**src/rtl/pwm_seq_pkg.sv**
```systemverilog
// rtl/pwm_seq_pkg.sv - shared state encoding, default sizes and frame type for the PWM duty sequencer
package pwm_seq_pkg;

  localparam int CRX_WIDTH_DEF  = 16;
  localparam int CH_NUM_DEF     = 4;
  localparam int FIFO_DEPTH_DEF = 4;
  localparam int HOLD_WIDTH_DEF = 8;

  typedef enum logic [1:0] {
    IDLE = 2'd0,
    HOLD = 2'd1,
    RAMP = 2'd2
  } seq_state_e;

  typedef logic [CH_NUM_DEF-1:0][CRX_WIDTH_DEF-1:0] frame_t;

endpackage

```
**src/rtl/pwm_seq_fifo.sv**
```systemverilog
// rtl/pwm_seq_fifo.sv - single-clock frame FIFO with synchronous flush
// Writes while full and reads while empty are ignored; flush wins over push/pop.
module pwm_seq_fifo #(
  parameter int WIDTH = 64,
  parameter int DEPTH = 4
) (
  input  logic                     clk_i,
  input  logic                     rst_n_i,
  input  logic                     flush_i,
  input  logic                     push_i,
  input  logic [WIDTH-1:0]         data_i,
  input  logic                     pop_i,
  output logic [WIDTH-1:0]         data_o,
  output logic                     full_o,
  output logic                     empty_o,
  output logic [$clog2(DEPTH):0]   cnt_o
);

  localparam int AW = $clog2(DEPTH);
  localparam int CW = AW + 1;
  localparam logic [CW-1:0] FULL_CNT = CW'(DEPTH);

  logic [WIDTH-1:0] mem [DEPTH];
  logic [AW-1:0]    wr_ptr;
  logic [AW-1:0]    rd_ptr;
  logic [CW-1:0]    cnt;
  logic             do_push;
  logic             do_pop;

  assign full_o  = (cnt == FULL_CNT);
  assign empty_o = (cnt == '0);
  assign do_push = push_i && !full_o && !flush_i && rst_n_i;
  assign do_pop  = pop_i && !empty_o && !flush_i;
  assign data_o  = mem[rd_ptr];
  assign cnt_o   = cnt;

  always_ff @(posedge clk_i) begin
    if (do_push) begin
      mem[wr_ptr] <= data_i;
    end
  end

  always_ff @(posedge clk_i) begin
    if (!rst_n_i || flush_i) begin
      wr_ptr <= '0;
      rd_ptr <= '0;
      cnt    <= '0;
    end else begin
      if (do_push) wr_ptr <= wr_ptr + 1'b1;
      if (do_pop)  rd_ptr <= rd_ptr + 1'b1;
      case ({do_push, do_pop})
        2'b10:   cnt <= cnt + 1'b1;
        2'b01:   cnt <= cnt - 1'b1;
        default: cnt <= cnt;
      endcase
    end
  end

endmodule

```
**src/rtl/pwm_duty_seq.sv**
```systemverilog
// rtl/pwm_duty_seq.sv - applies buffered duty frames to PWM compare registers at period boundaries
// Optional PWM_SEQ_RAMP_EN adds step_i and a RAMP state that slews toward each new frame.
module pwm_duty_seq
  import pwm_seq_pkg::*;
#(
  parameter int CRX_WIDTH  = CRX_WIDTH_DEF,
  parameter int CH_NUM     = CH_NUM_DEF,
  parameter int FIFO_DEPTH = FIFO_DEPTH_DEF,
  parameter int HOLD_WIDTH = HOLD_WIDTH_DEF
) (
  input  logic                          clk_i,
  input  logic                          rst_n_i,
  input  logic                          en_i,
  input  logic                          clr_i,
  input  logic [HOLD_WIDTH-1:0]         hold_i,
  input  logic                          period_end_i,
  input  logic                          frm_valid_i,
  output logic                          frm_ready_o,
  input  logic [CH_NUM*CRX_WIDTH-1:0]   frm_data_i,
  output logic [CH_NUM*CRX_WIDTH-1:0]   cr_o,
  output logic                          cr_upd_o,
  output logic                          busy_o,
  output logic                          underrun_o,
  output logic [$clog2(FIFO_DEPTH):0]   fifo_cnt_o
`ifdef PWM_SEQ_RAMP_EN
  ,
  input  logic [CRX_WIDTH-1:0]          step_i
`endif
);

  typedef logic [CH_NUM-1:0][CRX_WIDTH-1:0] cr_frame_t;

  seq_state_e            state, state_n;
  cr_frame_t             cr_q, cr_n;
  cr_frame_t             fifo_data;
  logic [HOLD_WIDTH-1:0] hold_cnt, hold_n, hold_load;
  logic                  und_q, und_n;
  logic                  upd_q, upd_n;
  logic                  busy_q;
  logic                  fifo_full, fifo_empty;
  logic                  push, pop, load;
`ifdef PWM_SEQ_RAMP_EN
  cr_frame_t             tgt_q, tgt_n;

  // Per channel: move by step, but never overshoot; a zero step lands on target at once.
  function automatic cr_frame_t ramp_toward(cr_frame_t cur, cr_frame_t tgt,
                                            logic [CRX_WIDTH-1:0] stp);
    cr_frame_t            r;
    logic [CRX_WIDTH-1:0] diff;
    r    = tgt;
    diff = '0;
    for (int k = 0; k < CH_NUM; k++) begin
      if (cur[k] < tgt[k]) begin
        diff = tgt[k] - cur[k];
        if (stp != '0 && stp < diff) r[k] = cur[k] + stp;
      end else begin
        diff = cur[k] - tgt[k];
        if (stp != '0 && stp < diff) r[k] = cur[k] - stp;
      end
    end
    return r;
  endfunction
`endif

  assign frm_ready_o = !fifo_full && !clr_i;
  assign push        = frm_valid_i && frm_ready_o;
  assign hold_load   = (hold_i == '0) ? '0 : hold_i - 1'b1;

  pwm_seq_fifo #(
    .WIDTH (CH_NUM*CRX_WIDTH),
    .DEPTH (FIFO_DEPTH)
  ) u_fifo (
    .clk_i   (clk_i),
    .rst_n_i (rst_n_i),
    .flush_i (clr_i),
    .push_i  (push),
    .data_i  (frm_data_i),
    .pop_i   (pop),
    .data_o  (fifo_data),
    .full_o  (fifo_full),
    .empty_o (fifo_empty),
    .cnt_o   (fifo_cnt_o)
  );

  always_comb begin
    state_n = state;
    cr_n    = cr_q;
    hold_n  = hold_cnt;
    und_n   = und_q;
    upd_n   = 1'b0;
    pop     = 1'b0;
    load    = 1'b0;
`ifdef PWM_SEQ_RAMP_EN
    tgt_n   = tgt_q;
`endif
    if (clr_i) begin
      state_n = IDLE;
      und_n   = 1'b0;
    end else if (!en_i) begin
      state_n = IDLE;
    end else if (period_end_i) begin
      case (state)
        IDLE: load = !fifo_empty;
        HOLD: begin
          if (hold_cnt != '0) begin
            hold_n = hold_cnt - 1'b1;
          end else if (!fifo_empty) begin
            load = 1'b1;
          end else begin
            und_n   = 1'b1;
            state_n = IDLE;
          end
        end
`ifdef PWM_SEQ_RAMP_EN
        RAMP: begin
          cr_n  = ramp_toward(cr_q, tgt_q, step_i);
          upd_n = 1'b1;
          if (cr_n == tgt_q) begin
            hold_n  = hold_load;
            state_n = HOLD;
          end
        end
`endif
        default: state_n = IDLE;
      endcase
    end

    // Back-to-back loads reuse this path so there is never a gap period between frames.
    if (load) begin
      pop    = 1'b1;
      upd_n  = 1'b1;
      hold_n = hold_load;
`ifdef PWM_SEQ_RAMP_EN
      tgt_n   = fifo_data;
      cr_n    = ramp_toward(cr_q, fifo_data, step_i);
      state_n = (cr_n == fifo_data) ? HOLD : RAMP;
`else
      cr_n    = fifo_data;
      state_n = HOLD;
`endif
    end
  end

  always_ff @(posedge clk_i) begin
    if (!rst_n_i) begin
      state    <= IDLE;
      cr_q     <= '0;
      hold_cnt <= '0;
      und_q    <= 1'b0;
      upd_q    <= 1'b0;
      busy_q   <= 1'b0;
`ifdef PWM_SEQ_RAMP_EN
      tgt_q    <= '0;
`endif
    end else begin
      state    <= state_n;
      cr_q     <= cr_n;
      hold_cnt <= hold_n;
      und_q    <= und_n;
      upd_q    <= upd_n;
      busy_q   <= (state_n != IDLE);
`ifdef PWM_SEQ_RAMP_EN
      tgt_q    <= tgt_n;
`endif
    end
  end

  assign cr_o       = cr_q;
  assign cr_upd_o   = upd_q;
  assign busy_o     = busy_q;
  assign underrun_o = und_q;

endmodule
```
**config.mk**
```make
export PLATFORM = sky130hd
export DESIGN_NAME = pwm_duty_seq
export DESIGN_NICKNAME = d
export VERILOG_FILES = /design/src/rtl/pwm_seq_pkg.sv /design/src/rtl/pwm_seq_fifo.sv /design/src/rtl/pwm_duty_seq.sv
export SDC_FILE = /design/constraint.sdc
export NUM_CORES = 1
export LEC_CHECK = 0
export ABC_AREA = 1
export CAP_MARGIN = 20
export CORE_UTILIZATION = 30
export CTS_BUF_LIST = sky130_fd_sc_hd__clkbuf_16
export DETAILED_ROUTE_END_ITERATION = 8
export GPL_TIMING_DRIVEN = 0
export HOLD_SLACK_MARGIN = 0.12
export SLEW_MARGIN = 20
export SYNTH_ARGS = -nofsm -noshare
export SYNTH_HDL_FRONTEND = slang
export SYNTH_HIERARCHICAL = 1
export SYNTH_SLANG_ARGS = --single-unit
```
**constraint.sdc**
```tcl
create_clock -name clk_i -period 5.5 [get_ports clk_i]
set_input_delay 1.1 -clock clk_i [delete_from_list [all_inputs] [get_ports clk_i]]
set_output_delay 1.1 -clock clk_i [all_outputs]
set_load 0.05 [all_outputs]
```
; After elaboration in Yosys (flattened, before gate mapping)
; Memories as Yosys holds them, arrays and structs flattened. A register that Yosys moved wholly into a read port is not among the register bits.
; Cells that the tools add are included.
[classes]
n_addsub = 6
eq_ne = 5
n_mux = 24
bitwise = 2
reduce_logical = 26
[op_table]
columns = operator, n
row1 = 2-to-1 mux 8 bit, 7
row2 = "subtractor 8 x 1 -> 8 bit, second input constant", 2
row3 = 2-to-1 mux 2 bit, 6
row4 = nonzero test 2 bit, 6
row5 = AND reduction 5 bit, 2
row6 = zero test 8 bit, 1
row7 = 2-to-1 mux 1 bit, 8
row8 = nonzero test 8 bit, 1
row9 = logical AND 1 bit, 7
row10 = case mux 3 bit (2 select lines), 1
row11 = zero test 1 bit, 5
row12 = "adder 2 x 1 -> 2 bit, second input constant", 2
row13 = "== test 2 x 1 -> 1 bit, second input constant", 2
row14 = case mux 2 bit (2 select lines), 1
row15 = "adder 3 x 1 -> 3 bit, second input constant", 1
row16 = "== test 3 bit, second input constant", 1
row17 = zero test 3 bit, 1
row18 = "subtractor 3 x 1 -> 3 bit, second input constant", 1
row19 = "== test 2 bit, second input constant", 1
row20 = zero test 2 bit, 1
row21 = "!= test 2 x 1 -> 1 bit, second input constant", 1
row22 = NOT 1 bit, 2
row23 = case mux 1 bit (2 select lines), 1
row24 = OR reduction 2 bit, 1
row25 = logical OR 1 bit, 1
[totals]
reg_bits = 20
mem_bits_rw = 256
input_bits = 78
wordCells = 72
mem_count = 1
[mem_list]
columns = memory, words, width, read_ports, rd_ports_with_merged_regs, write_ports, line
row1 = u_fifo.mem, 4, 64, 1, 1, 1, pwm_seq_fifo.sv:23  ; logic [WIDTH-1:0] mem [DEPTH];

; Depth between registers and ports, before layout
[logic_depth]
ltp_word = 12
mapped_depth = 20
depth_no_buf = 19

; Hierarchy
; Netlist, hierarchy kept.
[by_module_without_submodules]
columns = module, instances, cells_each, area_each_um2
row1 = pwm_seq_fifo, 1, 695, 10000.8
row2 = pwm_duty_seq, 1, 455, 3251.9

; Worst setup path before layout
; OpenSTA, ideal clock, no wires.
[synth_timing]
path_type = input to register
from = input clr_i
to = memory u_fifo.mem[0][0] (enable)
t_arrival_ns = 4.369
path_slack_ns = 0.645
cell_stages = 3
cell_sequence = nor3b_1 nand3_1 nor2_1
[synth_via]
elab_chain_len = 8
[synth_rtl]
columns = element, line
row1 = "start, declared", pwm_duty_seq.sv:14  ; input logic clr_i,
row2 = zero test 1 bit (*), "pwm_seq_fifo.sv:32, pwm_duty_seq.sv:65"
row3 = logical AND 1 bit, pwm_duty_seq.sv:65  ; assign frm_ready_o = !fifo_full && !clr_i;
row4 = logical AND 1 bit, pwm_duty_seq.sv:66  ; assign push = frm_valid_i && frm_ready_o;
row5 = logical AND 1 bit, pwm_seq_fifo.sv:32  ; assign do_push = push_i && !full_o && !flush_i && rst_n_i;
row6 = logical AND 1 bit (*) (2 in a row), pwm_seq_fifo.sv:32
row7 = 2-to-1 mux 1 bit (*), pwm_seq_fifo.sv:38  ; if (do_push) begin
row8 = 2-to-1 mux 1 bit (implied by the code) (*), pwm_seq_fifo.sv:39  ; mem[wr_ptr] <= data_i;
row9 = "end, declared", pwm_seq_fifo.sv:23
; Every way passes the cells marked *; elsewhere a longest branch is shown, timed or not.

; Final worst setup path
[layout_timing]
from = input clr_i
to = output frm_ready_o
[layout_via]
elab_chain_len = 2
[layout_rtl]
columns = element, line
row1 = zero test 1 bit, pwm_duty_seq.sv:65
row2 = logical AND 1 bit, pwm_duty_seq.sv:65
row3 = "end, declared", pwm_duty_seq.sv:18  ; output logic frm_ready_o,
; No other way between the ends.

==> key figures <==
Run status
  – Status: finished clean

Synthesis
  – Synth cell count leaders: nor2_1 (310), edfxtp_1 (256), o21ai_0 (141), dfxtp_1 (86), nand2_1 (75)
  – Cell taking the most area after synthesis: edfxtp_1
  – Most numerous cell in the Yosys netlist: nor2_1
  – Number of flops mapped to enable cells by yosys: ~260
  – Largest family of logic cells by synthesized area: simple AND/OR/NAND/NOR gates
  – Multiplexer area fraction after synthesis: 0
  – Post-Synth XOR/XNOR Area: 0.00463
  – Synth Cell Area: 13,300 um2
  – Synth warn: 6
  – Syn Area/Cell: 11.5 um2
  – Synth Area in Adders: 0.00906
  – Main synth FF type: edfxtp_1
  – Post-synthesis simple-gate area fraction: 0.128
  – Post-synth ARST share: 0
  – Seq/Total Area, Yosys: 0.710
  – Cells after Synth: 1,150
  – Post-synthesis cell type count: 34
  – Largest cells by area after synthesis: edfxtp_1 (58%), dfxtp_1 (13%), nor2_1 (8.8%), o21ai_0 (5.3%), o22ai_1 (3.0%)
  – Post-synth top area share: 0.580
  – Syn Nets: 1,237
  – Synth Area in Compound Gates: 0.106
  – Seq cells post-synth: 342

Critical path
  – Worst path cell trace: clkdlybuf4s50_1, nor2_1, clkdlybuf4s50_1
  – Critical Path Start Type: input port
  – Crit Path Class: in2out
  – Critical path's most frequent cell: clkdlybuf4s50_1
  – Top delay family on crit path: buffers and inverters
  – Flop2flop setup slack: about 2.4 ns
  – FF-to-FF path depth: 20
  – WP buf/inv: 2
  – FF-to-FF End: u_fifo/cnt_o[2]
  – Worst EP required: 4.40 ns
  – Reg2reg start: u_fifo/cnt_o[1]
  – Worst-path fanout max: 8
  – Worst Setup SP: clr_i
  – Crit path capture type: output port
  – CP max stage cell: clkdlybuf4s50_1
  – CP max stage delay: 0.82 ns
  – Worst Path Arrival: 2.68 ns

Floorplanning
  – Initial Util: 0.306
  – Ports: 149
  – Die ar.: 45,000 um2
  – Die width: roughly 210 um
  – Core area: 43,400 um2
  – Row Count: 76
  – Die H: 212 um

STA
  – Final hold vios: 0
  – RSZ-0062 raised after global routing: false
  – Final worst path period share: 0.687
  – Final Skew: 0.0150 ns
  – Worst Max-Slew Pin Slew: ~0.69 ns
  – Final min period: around 3.8 ns
  – Final setup violation count: 0
  – Fmax: about 260 MHz
  – Final hold slack: 0.478 ns
  – Slew HR: 0.539
  – Slew Viols, Final: 0
  – Setup TNS: 0 ns

Clock tree
  – Clk root buf: clkbuf_16
  – Worst skew pair latency: 0.52 ns
  – Post-CTS setup buffers: 0
  – H-tree Lvls: 2
  – CTS Buffer Depth: 3
  – Clock sink count: 342
  – Cts hold-fix bufs: 0
  – CTS tree: done
  – CTS clk-pin slew, worst paths: around 0.050 ns
  – Num CTS Buffers: 40
  – Post-CTS Resized: 0

Min path
  – Hold Path End: cr_o[45]
  – HP Start: cr_o[45]
  – WHS Path Cells: 2
  – Worst min-delay path category: reg2reg

Placed design
  – Post-detail-place hpwl: 24,100 um
  – Placed cell areas: about 16,000 um2
  – Port bufs: about 150
  – GP Congestion: roughly 0.8

Global route
  – Vias in the first global route: between 8,000 and 9,000
  – Total gr overflow: 0
  – Tot GR Track Use: 0.157
  – First-pass GRT wire length: 53,100 um
  – Largest net degree at the start of global routing: 22
  – Initial antenna violation count: 3

Power and ir drop
  – Leakage power: 5.95 nW
  – Maximum vdd drop: 0.000162 V
  – Clk pwr share: 0.457
  – Psw: between 0.001 and 0.0015 W
  – Switching part of the total: 0.201
  – Sequential fraction of design power: 0.512
  – PD cells: 320 nW/um2
  – P_int: 0.00435 W
  – Combinational power share: 0.031
  – PnR Total Power: ~0.0054 W

Route
  – Routed WL: between 30,000 and 40,000 um
  – DRT antenna net count: 0
  – TritonRoute pass-1 iters: 5
  – DRC Markers: 0
  – Vias: slightly above 9,000
  – First-iteration detailed-routing DRC count: just under 600
  – Per-cell routed wire length: 18.0 um
  – Via/cell ratio: around 4.6

Finish
  – Fin area: roughly 17,000 um2
  – Post-layout nets: about 1,400
  – Final Util: 0.393
  – Fillers: 4,192
  – Inserted Diodes: 0
  – Multi-input gate area: about 3300 um2
  – Sequential cell area: 9410 um2
  – Share of post-route cells with drive strength above 1: 0.0926
  – Layout overhead on the synthesized area: 28.5%

Job
  – MaxCap Viol Count: 0
==> registers in the layout, indices dropped and copies added, names as in the netlist, named ones only <==
signal	count
busy_o	1
state	2
underrun_o	1
u_fifo/wr_ptr	2
u_fifo/cnt_o	3
u_fifo/rd_ptr	2
cr_o	64
hold_cnt	8
cr_upd_o	1
u_fifo/mem	256
==> placed cells by master, fill, tap and decap left out, types with 9 or more instances in the layout <==
cell / instances
buf_6: 15
clkbuf_1: 26
clkbuf_16: 41
clkbuf_2: 9
clkdlybuf4s50_1: 148
clkinv_2: 9
dfxtp_1: 86
edfxtp_1: 256
inv_1: 50
nand2_1: 75
nand3_1: 13
nor2_1: 306
o21ai_0: 141
o21ai_1: 56
o22ai_1: 64
==> worst max path at each step <==
stage,end,slack (ns),depth (start not counted)
after floorplan,u_fifo/mem[0][0],0.64,3
after global placement,u_fifo/mem[3][17],-2.77,4
after detailed placement,u_fifo/cnt_o[2],1.32,18
after CTS,frm_ready_o,1.69,3
after global routing,u_fifo/cnt_o[2],1.65,17
final,frm_ready_o,1.72,3
==> kinds of logic after synthesis <==
kind of cell / after synthesis
simple gates: 420
fa+ha+maj: 9
buf+inv: 107
compound gates: 265
flops: 342
xor+xnor: 7
==> per-layer routing <==
metal  global-route usage  up-vias  wire, um
met5                    0        -        41
met4               0.0377        6       623
met3               0.0372       50      2130
met2                0.268      235     17300
met1                0.201     4364     15400
li1                     -     4425         -
==> worst min-delay path, delay by kind of cell (launching register included) <==
family / cells / cell delay [ns]
DFF: 1 / 0.32
and+or+nand+nor: 2 / 0.12
==> power groups by stage <==
stage / clock network, W / logic [W] / registers [W]
after floorplan: 0 / 0.0000467 / 0.00285
after global placement: 0 / 0.000160 / 0.00285
after detailed placement: 0 / 0.000169 / 0.00284
after CTS: 0.00255 / 0.000170 / 0.00279
after global routing: 0.00265 / 0.000183 / 0.00279
final: 0.00249 / 0.000167 / 0.00279
==> metrics by stage <==
step | cells | setup WS (ns)
after floorplan | 1150 | 0.645
after global placement | 1883 | -2.77
after detailed placement | 1895 | 1.32
after CTS | 1967 | 1.69
after global routing | 1967 | 1.65
final | 1967 | 1.72
==> area by class of cell <==
cell class / count / area share
Tap cell: 585 / 0.0430
Timing Repair Buffer: 160 / 0.104
Inverter: 43 / 0.00948
Clock buffer: 41 / 0.0602
Multi-Input combinational cell: 701 / 0.195
Buffer: 64 / 0.0234
Sequential cell: 342 / 0.553
Clock inverter: 31 / 0.0130
Note: power is estimated with default switching activity, not from simulation.
